File: src/rtl/pattern_hit_counter_if.sv
// Bundle between the pattern detector side, the hit counter and the result consumer.
// The counter uses the slave view; the surrounding logic (or a bench) uses master.
interface pattern_hit_counter_if #(
  parameter int CNT_W = 8
);
  logic             en;
  logic [1:0]       hit;
  logic             out_valid;
  logic             out_ready;
  logic [CNT_W-1:0] cnt_010;
  logic [CNT_W-1:0] cnt_101;
  logic             sat_010;
  logic             sat_101;
  logic             overrun;

  modport master (
    output en, hit, out_ready,
    input  out_valid, cnt_010, cnt_101, sat_010, sat_101, overrun
  );

  modport slave (
    input  en, hit, out_ready,
    output out_valid, cnt_010, cnt_101, sat_010, sat_101, overrun
  );
endinterface

File: src/rtl/pattern_hit_counter.sv
// Counts 010/101 detector hits over windows of WINDOW sampled bits and hands each
// window's counts downstream through a one-deep valid/ready result slot.
module pattern_hit_counter #(
  parameter int WINDOW = 16,
  parameter int CNT_W  = 8
) (
  input logic             clock,
  input logic             reset,
  pattern_hit_counter_if.slave bus
);

  localparam int POS_W = (WINDOW > 1) ? $clog2(WINDOW) : 1;
  localparam logic [CNT_W-1:0] CNT_MAX = '1;
  localparam logic [POS_W-1:0] POS_LAST = POS_W'(WINDOW - 1);

  typedef enum logic {
    S_EMPTY,
    S_FULL
  } slot_state_t;

  logic [POS_W-1:0] pos_q;
  logic [POS_W-1:0] pos_d;
  logic             win_close;

  // Per-channel count including this cycle's hit; index follows the hit bit
  // (1 = 010, 0 = 101) so the closing bit lands in the reported result.
  logic [CNT_W-1:0] acc_res [2];
  logic [1:0]       sat_res;

  slot_state_t      state_q;
  logic [CNT_W-1:0] cnt_010_q;
  logic [CNT_W-1:0] cnt_101_q;
  logic             sat_010_q;
  logic             sat_101_q;
  logic             overrun_q;

  assign win_close = bus.en && (pos_q == POS_LAST);

  always_comb begin
    pos_d = pos_q;
    if (bus.en) begin
      pos_d = win_close ? '0 : pos_q + POS_W'(1);
    end
  end

  always_ff @(posedge clock) begin
    if (reset) begin
      pos_q <= '0;
    end else begin
      pos_q <= pos_d;
    end
  end

  genvar gi;
  generate
    for (gi = 0; gi < 2; gi++) begin : g_chan
      logic [CNT_W-1:0] acc_q;
      logic [CNT_W-1:0] acc_d;
      logic             sat_q;
      logic             sat_d;

      // A hit arriving while already at the ceiling is lost; the sat bit records that.
      always_comb begin
        acc_d = acc_q;
        sat_d = sat_q;
        if (bus.hit[gi]) begin
          if (acc_q == CNT_MAX) begin
            sat_d = 1'b1;
          end else begin
            acc_d = acc_q + CNT_W'(1);
          end
        end
      end

      always_ff @(posedge clock) begin
        if (reset || win_close) begin
          acc_q <= '0;
          sat_q <= 1'b0;
        end else if (bus.en) begin
          acc_q <= acc_d;
          sat_q <= sat_d;
        end
      end

      assign acc_res[gi] = acc_d;
      assign sat_res[gi] = sat_d;
    end
  endgenerate

  // Result slot: reloads only on a window close that finds room (empty, or being
  // drained the same cycle); otherwise the new window is dropped and flagged.
  always_ff @(posedge clock) begin
    if (reset) begin
      state_q   <= S_EMPTY;
      cnt_010_q <= '0;
      cnt_101_q <= '0;
      sat_010_q <= 1'b0;
      sat_101_q <= 1'b0;
      overrun_q <= 1'b0;
    end else begin
      case (state_q)
        S_EMPTY: begin
          if (win_close) begin
            state_q   <= S_FULL;
            cnt_010_q <= acc_res[1];
            cnt_101_q <= acc_res[0];
            sat_010_q <= sat_res[1];
            sat_101_q <= sat_res[0];
          end
        end
        S_FULL: begin
          if (win_close) begin
            if (bus.out_ready) begin
              cnt_010_q <= acc_res[1];
              cnt_101_q <= acc_res[0];
              sat_010_q <= sat_res[1];
              sat_101_q <= sat_res[0];
            end else begin
              overrun_q <= 1'b1;
            end
          end else if (bus.out_ready) begin
            state_q <= S_EMPTY;
          end
        end
        default: state_q <= S_EMPTY;
      endcase
    end
  end

  assign bus.out_valid = (state_q == S_FULL);
  assign bus.cnt_010   = cnt_010_q;
  assign bus.cnt_101   = cnt_101_q;
  assign bus.sat_010   = sat_010_q;
  assign bus.sat_101   = sat_101_q;
  assign bus.overrun   = overrun_q;

endmodule

File: src/flat_wrapper.sv
// flat-port wrapper written by rule: the top's interface ports become plain ports
module pattern_hit_counter_flat 
#(
  parameter int WINDOW = 16,
  parameter int CNT_W  = 8
)
  (clock, reset, bus_en, bus_hit, bus_out_ready, bus_out_valid, bus_cnt_010, bus_cnt_101, bus_sat_010, bus_sat_101, bus_overrun);
  pattern_hit_counter_if #(.CNT_W(CNT_W)) bus_i ();
  input logic clock;
  input logic reset;
  input wire logic [$bits(bus_i.en)-1:0] bus_en;
  input wire logic [$bits(bus_i.hit)-1:0] bus_hit;
  input wire logic [$bits(bus_i.out_ready)-1:0] bus_out_ready;
  output wire logic [$bits(bus_i.out_valid)-1:0] bus_out_valid;
  output wire logic [$bits(bus_i.cnt_010)-1:0] bus_cnt_010;
  output wire logic [$bits(bus_i.cnt_101)-1:0] bus_cnt_101;
  output wire logic [$bits(bus_i.sat_010)-1:0] bus_sat_010;
  output wire logic [$bits(bus_i.sat_101)-1:0] bus_sat_101;
  output wire logic [$bits(bus_i.overrun)-1:0] bus_overrun;
  assign bus_i.en = bus_en;
  assign bus_i.hit = bus_hit;
  assign bus_i.out_ready = bus_out_ready;
  assign bus_out_valid = bus_i.out_valid;
  assign bus_cnt_010 = bus_i.cnt_010;
  assign bus_cnt_101 = bus_i.cnt_101;
  assign bus_sat_010 = bus_i.sat_010;
  assign bus_sat_101 = bus_i.sat_101;
  assign bus_overrun = bus_i.overrun;
  pattern_hit_counter #(.WINDOW(WINDOW), .CNT_W(CNT_W)) u_core (.clock(clock), .reset(reset), .bus(bus_i));
endmodule
File: config.mk
export PLATFORM = sky130hd
export DESIGN_NAME = pattern_hit_counter_flat
export DESIGN_NICKNAME = d
export VERILOG_FILES = /design/src/rtl/pattern_hit_counter_if.sv /design/src/rtl/pattern_hit_counter.sv /design/src/flat_wrapper.sv
export SDC_FILE = /design/constraint.sdc
export NUM_CORES = 1
export LEC_CHECK = 0
export CORE_MARGIN = 2
export CORE_UTILIZATION = 58
export CTS_BUF_LIST = sky130_fd_sc_hd__clkbuf_4 sky130_fd_sc_hd__clkbuf_8 sky130_fd_sc_hd__clkbuf_16
export CTS_CLUSTER_DIAMETER = 120
export DETAILED_ROUTE_END_ITERATION = 10
export PLACE_DENSITY = 0.94
export SYNTH_ARGS = -nofsm -noshare
export SYNTH_HDL_FRONTEND = slang
export SYNTH_SLANG_ARGS = --single-unit
File: constraint.sdc
create_clock -name clock -period 2.5 [get_ports clock]
set_input_delay 0.5 -clock clock [delete_from_list [all_inputs] [get_ports clock]]
set_output_delay 0.5 -clock clock [all_outputs]
set_load 0.03 [all_outputs]
==> results.py <==
metrics = {
    "setup_path": {
        "path_buf_inv": 1,
        "critPathKind": "flop to primary output",
        "cp_data_arrival_time_ps": 1410,
        "required_ps": 2000,
        "cp-end-kind": "primary output",
        "critical_path.slowest_cell": "clkdlybuf4s50_1",
        "path_max_fanout": 2,
        "cp-start-kind": "flop",
        "slowest_delay_ps": 680,
        "crit_path_cell_trace": "clkdlybuf4s50_1",
        "cp_top_family": "buffers and inverters",
    },
    "timing": {
        "fmax_ghz": 0.522,
        "fin_ws_ps": 585,
        "setup_tns_ps": 0,
        "setup_viol": 0,
        "slew_headroom_pct": 70.7,
        "layout_worst_path_cycle_share_pct": 76.6,
        "hold_viol": 0,
        "worstMarginPinSlew_ps": 438,
        "rsz0062_at_grt": "no",
        "fin_skew_ps": 7.86,
        "drv_slew": 0,
        "finalCriticalPeriod_ps": 1910,
    },
    "clock_tree": {
        "clk_pin_slew_worst_paths_ps": 120,
        "clk_path_buf_depth": 2,
        "clockRootBuffer": "clkbuf_4",
        "h-tree-depth": 2,
        "clock-sinks": 42,
        "cts_buffers": 5,
        "tritoncts": "yes",
        "clk_latency_ps": 350,
        "ctsResizeCount": 0,
        "hold_buffers": 0,
        "post-cts-setup-buffer-count": 0,
    },
    "pwr": {
        "vdd_ir_drop_max_mv": 0.345,
        "powerDensity_nw_per_um2": 467,
        "p_leak_nw": 0.831,
    },
    "placement": {
        "hpwlAfterDp_mm": 3.01,
        "dp_slack_ps": 261,
        "gp_congestion": 0.875,
        "io_buffers": 25,
    },
    "route": {
        "routed_wl_mm": 4.35,
        "wl_per_cell_um": 14.5,
        "ant_nets": 0,
        "vias": 1779,
        "routed_via_density": 5.93,
        "drtPass1Iterations": 5,
        "drtIter0Drc": 132,
        "drc": 0,
    },
    "global_routing": {
        "track_usage_pct": 24.5,
        "grt_pass1_wl_mm": 7.56,
        "busiest_layer": "met2",
        "use_met1_pct": 30.9,
        "overflow": 0,
        "met3_usage_pct": 7.03,
        "grtUsageMet2_pct": 39.2,
        "grt_pass1_vias": 1580,
        "antenna_found_initial": 0,
        "grt_max_degree": 19,
    },
    "synth": {
        "synth-main-ff-cell": "dfxtp_1",
        "synth_nets": 242,
        "synthDistinctLibCells": 43,
        "yosysTopAreaCell": "dfxtp_1",
        "yosysSeqAreaShare_pct": 42.1,
        "synthArstFlopShare_pct": 0,
        "netlist_area_um2": 2000,
        "ys_warn_count": 0,
        "synth_top_area_share_pct": 42.1,
        "syn_inst": 233,
        "avgSynthCellArea_um2": 8.57,
        "synth-seq-cells": 42,
        "synth.most_common_cell": "dfxtp_1",
        "synthTopCellsByCount": "42 x dfxtp_1, 27 x nor2_1, 18 x nand2_1",
        "synth.area.top_cells": "dfxtp_1 42%, nor2_1 5.1%, mux2i_1 4.5%",
        "synth_edf_count": 0,
    },
    "final_layout": {
        "drive_gt1_share_pct": 7.87,
        "diodes": 0,
        "nets": 264,
        "syn_to_final_growth_pct": 16.6,
    },
    "floorplan": {
        "die_x_um": 62.7,
        "die_y_um": 62.7,
        "io-pin-count": 26,
        "placementRows": 21,
        "coreArea_um2": 3310,
        "start_util_pct": 60.3,
        "die_area_um2": 3930,
    },
    "flow_run": {
        "max_cap_violations": 0,
    },
    "min_path": {
        "hp-class": "flop to flop",
    },
    "status": {
        "status": "completed",
    },
}
[cells in the final DEF (no fill, tap or decap), drive strengths merged, types with 3 or more instances in the layout]
cell and instances:
a311oi 3, nand3 12, and4 5, clkdlybuf4s50 25
o211ai 12, nand4 8, nor2 28, mux2i 9
xor2 8, dfxtp 42, nand2 18, and3 4
o21ai 9, nor3 8, buf 7, ha 3
a21oi 17, a31oi 3, inv 4, a211oi 5
clkbuf 6
[cell families after synthesis]
kind of cell               after synthesis  synth area share (%)
buffers and inverters                   21                  4.76
AOI/OAI and AO/OA                       58                  19.7
adders and majority gates                3                  1.88
xor gates and xnor gates                 9                  3.95
muxes                                    9                  4.51
and+or+nand+nor                         91                  23.1
DFF                                     42                  42.1
[layer usage]
| metal | part of all wire (%) | vias up |
|---|---|---|
| met5 | 0 | - |
| met4 | 1.4 | 0 |
| met3 | 4.4 | 5 |
| met2 | 48 | 45 |
| met1 | 46 | 836 |
| li1 | - | 893 |
[where the power goes]
part	switching, W	total (W)	internal (W)
clock network	0.000208	0.000335	0.000127
logic	0.0000386	0.0000673	0.0000288
registers	0.00000908	0.000686	0.000677
total	0.000256	0.00109	0.000832
[state kept, by name, indices dropped and copies added (netlist names)]
register              cells
u_core.g_chan.acc_q      16
u_core.bus.cnt_010        8
u_core.bus.cnt_101        8
u_core.pos_q              4
u_core.g_chan.sat_q       2
u_core.bus.out_valid      1
u_core.bus.overrun        1
u_core.bus.sat_010        1
u_core.bus.sat_101        1
[final cells by class]
class	count	area, µm²
clock buffers	6	51.3
flip-flops and latches	42	841
inverters	4	15.0
multi-input cells	170	1060
well taps	46	57.6
repair buffers	32	303
fillers	286	982
[through the flow]
step | cell area, µm² | total power [W] | utilization [%] | std cells | hold WS (ps)
after floorplan | 2000 | 0.000743 | - | 233 | 438
after global placement | 2280 | 0.000765 | 68.8 | 294 | 440
after detailed placement | 2280 | 0.000768 | 68.8 | 294 | 448
after CTS | 2330 | 0.00110 | 70.3 | 300 | 460
after global routing | 2330 | 0.00114 | 70.3 | 300 | 494
final | 2330 | 0.00109 | 70.3 | 300 | 457
[path summary, 6_finish.rpt]
path,endpoint,start,cells past startpoint,slack [ps]
min reg2reg,u_core.bus.cnt_010[2],u_core.bus.cnt_010[2],2,460
max reg2reg,u_core.g_chan[0].acc_q[6],u_core.g_chan[0].acc_q[0],5,630
max,bus_cnt_101[6],u_core.bus.cnt_101[6],1,590
min,u_core.bus.cnt_010[2],u_core.bus.cnt_010[2],2,460
No activity file was read; power rests on OpenSTA's default activity.
